`src/rtl/divider16_seq.sv`:
```
// divider16_seq: multi-cycle unsigned restoring divider for the ALU datapath.
//
// One trial subtraction per clock. A start accepted at edge k with B != 0
// gives WIDTH+1 cycles of busy (one load cycle is folded into the first of
// them, WIDTH iteration edges, one result-transfer edge). done then pulses
// for one cycle. With B == 0 the block spends one busy cycle in DIVZ and
// then pulses done.
//
// Ports:
//   clk, rst_n   rising-edge clock, asynchronous active-low reset
//   start        launch request, accepted when busy == 0 (IDLE or DONE)
//   A, B         dividend / divisor, captured on the accepting edge
//   busy         a division is in flight
//   done         one-cycle pulse when Q/R/div_by_zero are updated
//   Q, R         quotient / remainder, held until the next done
//   div_by_zero  captured divisor was zero (Q = all ones, R = A)
module divider16_seq #(
  parameter int WIDTH = 16
) (
  input  logic             clk,
  input  logic             rst_n,
  input  logic             start,
  input  logic [WIDTH-1:0] A,
  input  logic [WIDTH-1:0] B,
  output logic             busy,
  output logic             done,
  output logic [WIDTH-1:0] Q,
  output logic [WIDTH-1:0] R,
  output logic             div_by_zero
);

  localparam int CW = $clog2(WIDTH + 1);
  localparam logic [CW-1:0] CNT_LAST = CW'(WIDTH);

  typedef enum logic [1:0] {IDLE, RUN, DIVZ, DONE} state_t;

  state_t           state;
  logic [WIDTH-1:0] a_reg;
  logic [WIDTH-1:0] b_reg;
  logic [WIDTH-1:0] dq;    // dividend shifts out the top, quotient bits shift in
  logic [WIDTH-1:0] rem;
  logic [CW-1:0]    cnt;

  // Trial subtraction at WIDTH+1 bits; the top bit is the borrow.
  logic [WIDTH-1:0] rem_sh;
  logic [WIDTH:0]   diff;

  always_comb begin
    rem_sh = {rem[WIDTH-2:0], dq[WIDTH-1]};
    diff   = {1'b0, rem_sh} - {1'b0, b_reg};
  end

  always_ff @(posedge clk or negedge rst_n) begin
    if (!rst_n) begin
      state       <= IDLE;
      a_reg       <= '0;
      b_reg       <= '0;
      dq          <= '0;
      rem         <= '0;
      cnt         <= '0;
      busy        <= 1'b0;
      done        <= 1'b0;
      Q           <= '0;
      R           <= '0;
      div_by_zero <= 1'b0;
    end else begin
      case (state)
        IDLE, DONE: begin
          done <= 1'b0;
          if (start) begin
            a_reg <= A;
            b_reg <= B;
            busy  <= 1'b1;
            if (B == '0) begin
              state <= DIVZ;
            end else begin
              state <= RUN;
              rem   <= '0;
              cnt   <= '0;
              dq    <= A;
            end
          end else begin
            busy  <= 1'b0;
            state <= IDLE;
          end
        end

        RUN: begin
          if (cnt == CNT_LAST) begin
            // All quotient bits formed; publish on this edge.
            state       <= DONE;
            busy        <= 1'b0;
            done        <= 1'b1;
            Q           <= dq;
            R           <= rem;
            div_by_zero <= 1'b0;
          end else begin
            if (!diff[WIDTH]) begin
              rem <= diff[WIDTH-1:0];
              dq  <= {dq[WIDTH-2:0], 1'b1};
            end else begin
              rem <= rem_sh;
              dq  <= {dq[WIDTH-2:0], 1'b0};
            end
            cnt <= cnt + 1'b1;
          end
        end

        DIVZ: begin
          state       <= DONE;
          busy        <= 1'b0;
          done        <= 1'b1;
          Q           <= '1;
          R           <= a_reg;
          div_by_zero <= 1'b1;
        end

        default: begin
          state <= IDLE;
          busy  <= 1'b0;
          done  <= 1'b0;
        end
      endcase
    end
  end

endmodule

```
`config.mk`:
```
export PLATFORM = sky130hd
export DESIGN_NAME = divider16_seq
export DESIGN_NICKNAME = d
export VERILOG_FILES = /design/src/rtl/divider16_seq.sv
export SDC_FILE = /design/constraint.sdc
export NUM_CORES = 1
export LEC_CHECK = 0
export ABC_AREA = 1
export BUFFER_PORTS_ARGS = -buffer_cell sky130_fd_sc_hd__buf_2
export CAP_MARGIN = 40
export CORE_MARGIN = 4
export CORE_UTILIZATION = 53
export DETAILED_ROUTE_END_ITERATION = 10
export GPL_TIMING_DRIVEN = 0
export PLACE_DENSITY_LB_ADDON = 0.2
export SYNTH_ARGS = -nofsm -noshare
export SYNTH_HDL_FRONTEND = slang
export SYNTH_SLANG_ARGS = --single-unit
```
`constraint.sdc`:
```
create_clock -name clk -period 1.96 [get_ports clk]
set_clock_uncertainty 0.05 [all_clocks]
set_input_delay 0.294 -clock clk [delete_from_list [all_inputs] [get_ports clk]]
set_output_delay 0.294 -clock clk [all_outputs]
set_load 0.005 [all_outputs]
```
==> summary.md, run 1 <==
| Metric | Value |
|---|---|
| Tcrit/Tclk final | `1.08` |
| Crit path max-delay cell type | `dfrtp_1` |
| Final #Nets | `947` |
| FILL cells | `886` |
| CTS tree | `done` |
| Slew margin rel. | `0.602` |
| DRT iter0 DRCs | `486` |
| Worst-Margin Slew | `597 ps` |
| Final ANT Viol Nets | `0` |
| Seq pwr share | `0.271` |
| Synth Cell Area | `5840 µm²` |
| Unrepaired setup endpoints after global routing | `yes` |
| Later-pin clock latency in the skew report | `390 ps` |
| Routability congestion estimate | `0.881` |
| Post-synth top area cell | `dfrtp_1` |
| Most used cell, CP | `nand2_4` |
| Pwr/cell area | `1880 nW/µm²` |
| Status | `finished with violations` |
| # diodes | `0` |
| Pre-CTS WS | `-365 ps` |
| Sequential cell area | `2660 µm²` |
| Lkg Pwr | `3.88 nW` |
| Initial Utilization | `0.541` |
| Syn Inst Count | `784` |
| Die Span X | `113 µm` |
| Clock power share | `0.101` |
| Vias in the first global route | `5358` |
| Req. time, crit path | `2190 ps` |
| Nature of the critical path endpoint | `register` |
| Net Sw Frac | `0.479` |
| Die ar. | `12800 µm²` |
| Vias | `5556` |
| Core area | `10800 µm²` |
| Critical path class | `reg -> reg` |
| Area of the multi-input gates | `3080 µm²` |
| NetSw | `6.64 mW` |
| Drt total wl | `16.7 mm` |
| Setup TNS | `-1500 ps` |
| IO Count | `70` |
| # DRC | `0` |
| Largest cells by area after synthesis | `dfrtp_1 45%, nand2_1 17%, inv_1 6.7%` |
| Max Transition Viols Final | `0` |
| Maximum clock frequency | `0.471 GHz` |
| Largest net degree at the start of global routing | `67` |
| Internal | `7.21 mW` |
| H-tree lvl count | `3` |
| Root Buffer Master | `clkbuf_8` |
| Syn_nets | `840` |
| Max Root-Sink Buffers | `2` |
| Proportion of layout cells with a drive suffix above 1 | `0.248` |
| Yosys top cell area share | `0.454` |
| Final WS setup | `-165 ps` |
| Failing checks | `setup timing` |
| Max rail drop VDD | `1290 µV` |
| TritonCTS buffer count | `9` |
| DP HPWL | `11.7 mm` |
| Height of the die | `113 µm` |
| Total track usage | `0.259` |
| YS warnings | `0` |
| Min Tclk post-route | `2130 ps` |
| Number of I/O port buffers | `69` |
| # rows | `38` |
| Fin. Hold Viols | `0` |
| Startpoint types | `register` |
| Syn avg cell area | `7.45 µm²` |
| Area Growth Syn to Fin | `25.8%` |
| Pwr Total | `13.8 mW` |
| Setup-failing EPs final | `16` |
| Clk slew on worst S/H paths | `100 ps` |
| Synthesis-stage register bit count | `106` |
| Initial antenna violation count | `0` |
| Cell variety after synth | `33` |
| Max-Cap Viols | `0` |
| Global-route wire length before repair | `26.2 mm` |
| CTS sink count | `106` |
| Vias per cell | `5.37` |
| Total gr overflow | `0` |
| Max FO, Critical Path | `4` |
| Wirelength per Cell | `16.1 µm` |
| Worst min path class | `in -> reg` |
| Logic pwr share | `0.628` |
| Crit-path cells | `ha_4, fa_2, inv_2, nand2_2, nand2_4, nand3_4, nand2_4, nand2_4, nand2_8, buf_12, buf_8, nand2_4, nand3_4, o21ai_2` |
| Fin util | `0.681` |
| CP peak stage delay | `430 ps` |
| WP data arrival | `2360 ps` |
| Pre-Repair DR Iteration Count | `6` |
| Sequential area share after synthesis | `0.454` |
## cell type report
class                   count  share of cell area
multi-input cells         543               0.419
repair buffers             96              0.0877
well taps                 140              0.0239
flip-flops and latches    106               0.361
clock inverters             5             0.00852
plain buffers              29              0.0259
inverters                 106              0.0547
clock buffers              10              0.0187
## power by group through the flow
stage	Sequential (mW)	Combinational [mW]	Clock, mW
after global placement	3.70	6.36	0
after floorplan	3.63	4.68	0
after CTS	3.71	7.66	1.43
after global routing	3.84	9.53	1.53
after detailed placement	3.74	6.52	0
final	3.75	8.69	1.40
## worst paths after layout
kind                                       from  slack [ps]                   end  cells after the start
min in group asynchronous                 rst_n         390  b_reg[7]$_DFFE_PN0P_                      2
hold reg to reg            a_reg[0]$_DFFE_PN0P_         440  a_reg[0]$_DFFE_PN0P_                      2
hold / removal                             A[4]          60  a_reg[4]$_DFFE_PN0P_                      3
setup / recovery           b_reg[0]$_DFFE_PN0P_        -170    rem[4]$_DFFE_PN0P_                     14
max in group asynchronous                 rst_n         730  b_reg[5]$_DFFE_PN0P_                      3
setup reg to reg           b_reg[0]$_DFFE_PN0P_        -170    rem[4]$_DFFE_PN0P_                     14
## cells by family after synthesis
kind of cell,after synthesis,synth area share
XOR/XNOR,9,0.0135
AND/OR/NAND/NOR,410,0.295
AO/OA/AOI/OAI,99,0.0883
buffers and inverters,135,0.0956
flip-flops,106,0.454
multiplexers,4,0.00686
adder cells (fa/ha/maj),21,0.0463
## layer usage
metal | wire length [µm] | vias to the layer above | global-route usage
li1 | - | 2665 | -
met1 | 7100 | 2690 | 0.362
met2 | 8160 | 174 | 0.419
met3 | 1130 | 27 | 0.0503
met4 | 278 | 0 | 0.0641
met5 | 0 | - | 0
## what timing repair did
item | in CTS | in global routing
hold endpoints to repair | 40 | 0
gates cloned | 2 | 0
buffers inserted | 20 | 7
setup endpoints to repair | 53 | 94
pin swaps | 14 | 13
hold buffers | 1 | 0
gates resized for setup | 57 | 66
## critical path: cells and delay by family, from the launching register on
family                     cells  cell delay [ps]
buffers and inverters          3              320
and+or+nand+nor                8              620
DFF                            1              430
AOI/OAI and AO/OA              1               50
adders and majority gates      2              540
## cells in the mapped netlist
cell	n
clkbuf_1	5
buf_4	3
o21ai_1	10
buf_2	18
clkbuf_2	1
dfrtp_1	106
nand3_2	7
nand4_1	5
nand2_2	6
ha_1	20
nand2_4	1
buf_1	1
o21ai_0	49
inv_1	104
a21oi_1	36
nor3_2	1
o21ai_2	1
fa_1	1
or2_2	1
a22oi_1	2
nand2_1	266
nor2_1	57
a21oi_4	1
nor2_2	1
nand3_1	60
inv_2	2
nor2_4	1
buf_12	1
xor2_1	7
xnor2_1	2
nand3b_1	1
and2_1	3
mux2i_1	4
## per-stage QoR
step	cell area, µm²	hold slack (ps)	instances
final	7340	64.9	1035
after global routing	7340	43.7	1035
after CTS	7020	54.0	1030
after detailed placement	6390	279	994
after global placement	6360	413	993
after floorplan	5840	-51.6	784
## cell usage in the layout, fill, tap and decap left out, drive strengths merged
| master | count |
|---|---|
| nand2 | 273 |
| clkinvlp | 2 |
| buf | 114 |
| a21oi | 37 |
| nand4 | 5 |
| clkbuf | 20 |
| o21ai | 60 |
| nor3 | 1 |
| mux2i | 4 |
| and2 | 3 |
| clkinv | 1 |
| inv | 107 |
| xor2 | 7 |
| or2 | 1 |
| nor2 | 59 |
| dfrtp | 106 |
| bufinv | 1 |
| a22oi | 2 |
| nand3b | 1 |
| dlygate4sd3 | 1 |
| xnor2 | 2 |
| nand3 | 67 |
| fa | 1 |
| ha | 20 |
Power figures use the tool's default switching activity.
==> run 2, diff against run 1 <==
--- a/config.mk
+++ b/config.mk
@@ -10,9 +10,11 @@
 export CAP_MARGIN = 40
 export CORE_MARGIN = 4
 export CORE_UTILIZATION = 53
+export CTS_BUF_LIST = sky130_fd_sc_hd__clkbuf_8 sky130_fd_sc_hd__clkbuf_16
 export DETAILED_ROUTE_END_ITERATION = 10
 export GPL_TIMING_DRIVEN = 0
 export PLACE_DENSITY_LB_ADDON = 0.2
+export SKIP_CTS_REPAIR_TIMING = 1
 export SYNTH_ARGS = -nofsm -noshare
 export SYNTH_HDL_FRONTEND = slang
 export SYNTH_SLANG_ARGS = --single-unit
==> run 2 against run 1 <==
  * Critical path depth stayed put
  * Register-to-register slack better by 20 ps
  * Die area stayed put
  * Fmax is 1.1% higher
  * Sequential cell count stayed put
  * Worst hold slack better by 4.4 ps
  * Global-route usage is 1.1 points lower
  * The run still ends with setup timing left
  * Final area is 6.7% lower
  * Wire length is 7.1% lower
  * Sequential power is 1% lower
  * Largest cell class unchanged
  * Via count is 3.3% lower
  * Clock power hardly changed
==> summary.md, run 2 (synthesis gave the netlist of run 1 again) <==
| Metric | Value |
|---|---|
| Status | `finished with violations (unchanged)` |
| Failing checks | `setup timing (unchanged)` |
| End of the critical path | `rem[15]$_DFFE_PN0P_ (was rem[4]$_DFFE_PN0P_)` |
| # rows | `38 (unchanged)` |
| Root Buffer Master | `clkbuf_8 (unchanged)` |
| Height of the die | `113 µm (unchanged)` |
| Worst R2R Setup Slack | `-140 ps (was -170 ps)` |
| WP depth | `14 (unchanged)` |
| Die Span X | `113 µm (unchanged)` |
| CP bufs+invs | `3 (unchanged)` |
| Core area | `10800 µm² (unchanged)` |
| Tcrit/Tclk final | `1.07 (was 1.08)` |
| Worst Setup SP | `dq[15]$_DFFE_PN0P_ (was b_reg[0]$_DFFE_PN0P_)` |
| Max FO, Critical Path | `6 (was 4)` |
| DRT iter0 DRCs | `456 (was 486)` |
| Fin. Hold Viols | `0 (unchanged)` |
| Crit path max-delay cell type | `dfrtp_1 (unchanged)` |
| Commonest non-fill, non-tap cell in the layout | `nand2_1 (unchanged)` |
| Max Root-Sink Buffers | `2 (unchanged)` |
| Final std cell area, no fill | `6860 µm² (was 7340 µm²)` |
| Largest net degree at the start of global routing | `67 (unchanged)` |
| Initial antenna violation count | `0 (unchanged)` |
| Number of I/O port buffers | `69 (unchanged)` |
| Max Transition Viols Final | `0 (unchanged)` |
| Maximum clock frequency | `0.476 GHz (was 0.471 GHz)` |
| Max-Cap Viols | `0 (unchanged)` |
| Nature of the critical path endpoint | `register (unchanged)` |
| Final #Nets | `932 (was 947)` |
| Pre-Repair DR Iteration Count | `5 (was 6)` |
| Req. time, crit path | `2200 ps (was 2190 ps)` |
| IO Count | `70 (unchanged)` |
| H-tree lvl count | `3 (unchanged)` |
| Routability congestion estimate | `0.881 (unchanged)` |
| Lkg Pwr | `3.69 nW (was 3.88 nW)` |
| Initial Utilization | `0.541 (unchanged)` |
| Global-route wire length before repair | `25.0 mm (was 26.2 mm)` |
| Later-pin clock latency in the skew report | `390 ps (about the same)` |
| # diodes | `0 (unchanged)` |
| Vias | `5374 (was 5556)` |
| DP HPWL | `11.7 mm (unchanged)` |
| Hold slack | `69.3 ps (was 64.9 ps)` |
| Pwr/cell area | `1800 nW/µm² (was 1880 nW/µm²)` |
| Critical path class | `reg -> reg (unchanged)` |
| Max rail drop VDD | `1160 µV (was 1290 µV)` |
| Setup-failing EPs final | `16 (unchanged)` |
| Path depth of the worst reg2reg path | `14 (unchanged)` |
| Pwr Total | `12.4 mW (was 13.8 mW)` |
| CP peak stage delay | `400 ps (was 430 ps)` |
| TritonCTS buffer count | `9 (unchanged)` |
| RR Endpoint | `rem[15]$_DFFE_PN0P_ (was rem[4]$_DFFE_PN0P_)` |
| Slew margin rel. | `0.609 (was 0.602)` |
| Unrepaired setup endpoints after global routing | `yes (unchanged)` |
| Worst-Margin Slew | `587 ps (was 597 ps)` |
| CTS sink count | `106 (unchanged)` |
| WP data arrival | `2340 ps (was 2360 ps)` |
| # DRC | `0 (unchanged)` |
| Worst min path class | `in -> reg (unchanged)` |
| Vias per cell | `5.27 (was 5.37)` |
| Final ANT Viol Nets | `0 (unchanged)` |
| Crit-path cells | `inv_2, ha_4, fa_2, inv_2, nand2_2, nand2_2, nand3_2, nand2_2, nand2_4, nand2_8, buf_12, nand3_4, nand2_2, nand2_2 (was ha_4, fa_2, inv_2, nand2_2, nand2_4, nand3_4, nand2_4, nand2_4, nand2_8, buf_12, buf_8, nand2_4, nand3_4, o21ai_2)` |
| Startpoint types | `register (unchanged)` |
| Area Growth Syn to Fin | `17.4% (was 25.8%)` |
| Most frequent cells in the layout | `255 x nand2_1, 105 x dfrtp_1, 101 x inv_1 (was 248 x nand2_1, 104 x dfrtp_1, 101 x inv_1)` |
| Min Tclk post-route | `2100 ps (was 2130 ps)` |
| Clk slew on worst S/H paths | `100 ps (about the same)` |
| Post-DP Area | `6390 µm² (unchanged)` |
| Total gr overflow | `0 (unchanged)` |
| Proportion of layout cells with a drive suffix above 1 | `0.191 (was 0.248)` |
| FF-to-FF Start | `dq[15]$_DFFE_PN0P_ (was b_reg[0]$_DFFE_PN0P_)` |
| Delay-heaviest family, CP | `simple AND/OR/NAND/NOR gates (unchanged)` |
| Most used cell, CP | `nand2_2 (was nand2_4)` |
| Wirelength per Cell | `15.2 µm (was 16.1 µm)` |
| CTS tree | `done (unchanged)` |
| Drt total wl | `15.5 mm (was 16.7 mm)` |
| Total track usage | `0.248 (was 0.259)` |
| Vias in the first global route | `5140 (was 5358)` |
| Die ar. | `12800 µm² (unchanged)` |
| Final WS setup | `-142 ps (was -165 ps)` |
-- run 2: cell types whose count changed in the layout (fill, tap and decap cells not counted), sizes merged --
| cell | previous run | this run |
|---|---|---|
| clkinvlp | 2 | 1 |
| buf | 114 | 98 |
| inv | 107 | 108 |
| clkbuf | 20 | 21 |
-- run 2: final cells by class --
class	instances	area, µm²
Fill cell	973	3940
Timing Repair Buffer	81	478
Multi-Input combinational cell	543	2770
Inverter	106	398
Tap cell	140	175
Sequential cell	106	2650
Clock inverter	5	62.6
Clock buffer	10	138
Buffer	29	180
-- run 2: stage by stage --
stage / setup slack, ps / util / setup TNS, ps / cells
after floorplan: 1.20 / - / 0 / 784
after CTS: -393 / 0.611 / -5970 / 1009
after global routing: -259 / 0.635 / -3920 / 1020
final: -142 / 0.635 / -1750 / 1020
after global placement: -635 / 0.589 / -70740 / 993
after detailed placement: -365 / 0.592 / -4870 / 994
-- run 2: power by group --
group	leakage [nW]	switching, mW	internal, mW	total, mW
Combinational	2.27	4.57	2.68	7.25
Clock	0.101	0.774	0.630	1.40
Sequential	1.32	0.562	3.15	3.71
-- run 2: worst min-delay path, cell delays in order --
cell,delay [ps]
buf_2,90
nand2_1,50
nand2_1,40
-- run 2: how the worst min path moves through the flow --
stage                              start                     to  slack [ps]  cells past startpoint
global route                       A[12]  a_reg[12]$_DFFE_PN0P_          40                      3
floorplan                          rst_n       Q[0]$_DFFE_PN0P_         -50                      0
finish                              A[5]   a_reg[5]$_DFFE_PN0P_          70                      3
detailed placement                 rst_n  b_reg[11]$_DFFE_PN0P_         280                      1
global placement    a_reg[0]$_DFFE_PN0P_   a_reg[0]$_DFFE_PN0P_         410                      2
CTS                                rst_n   b_reg[7]$_DFFE_PN0P_        -140                      1
-- run 2: layer usage --
metal,part of all wire,vias to the layer above,track usage
li1,-,2632,-
met1,0.45,2572,0.352
met2,0.47,151,0.394
met3,0.062,19,0.0519
met4,0.018,0,0.0585
met5,0,-,0
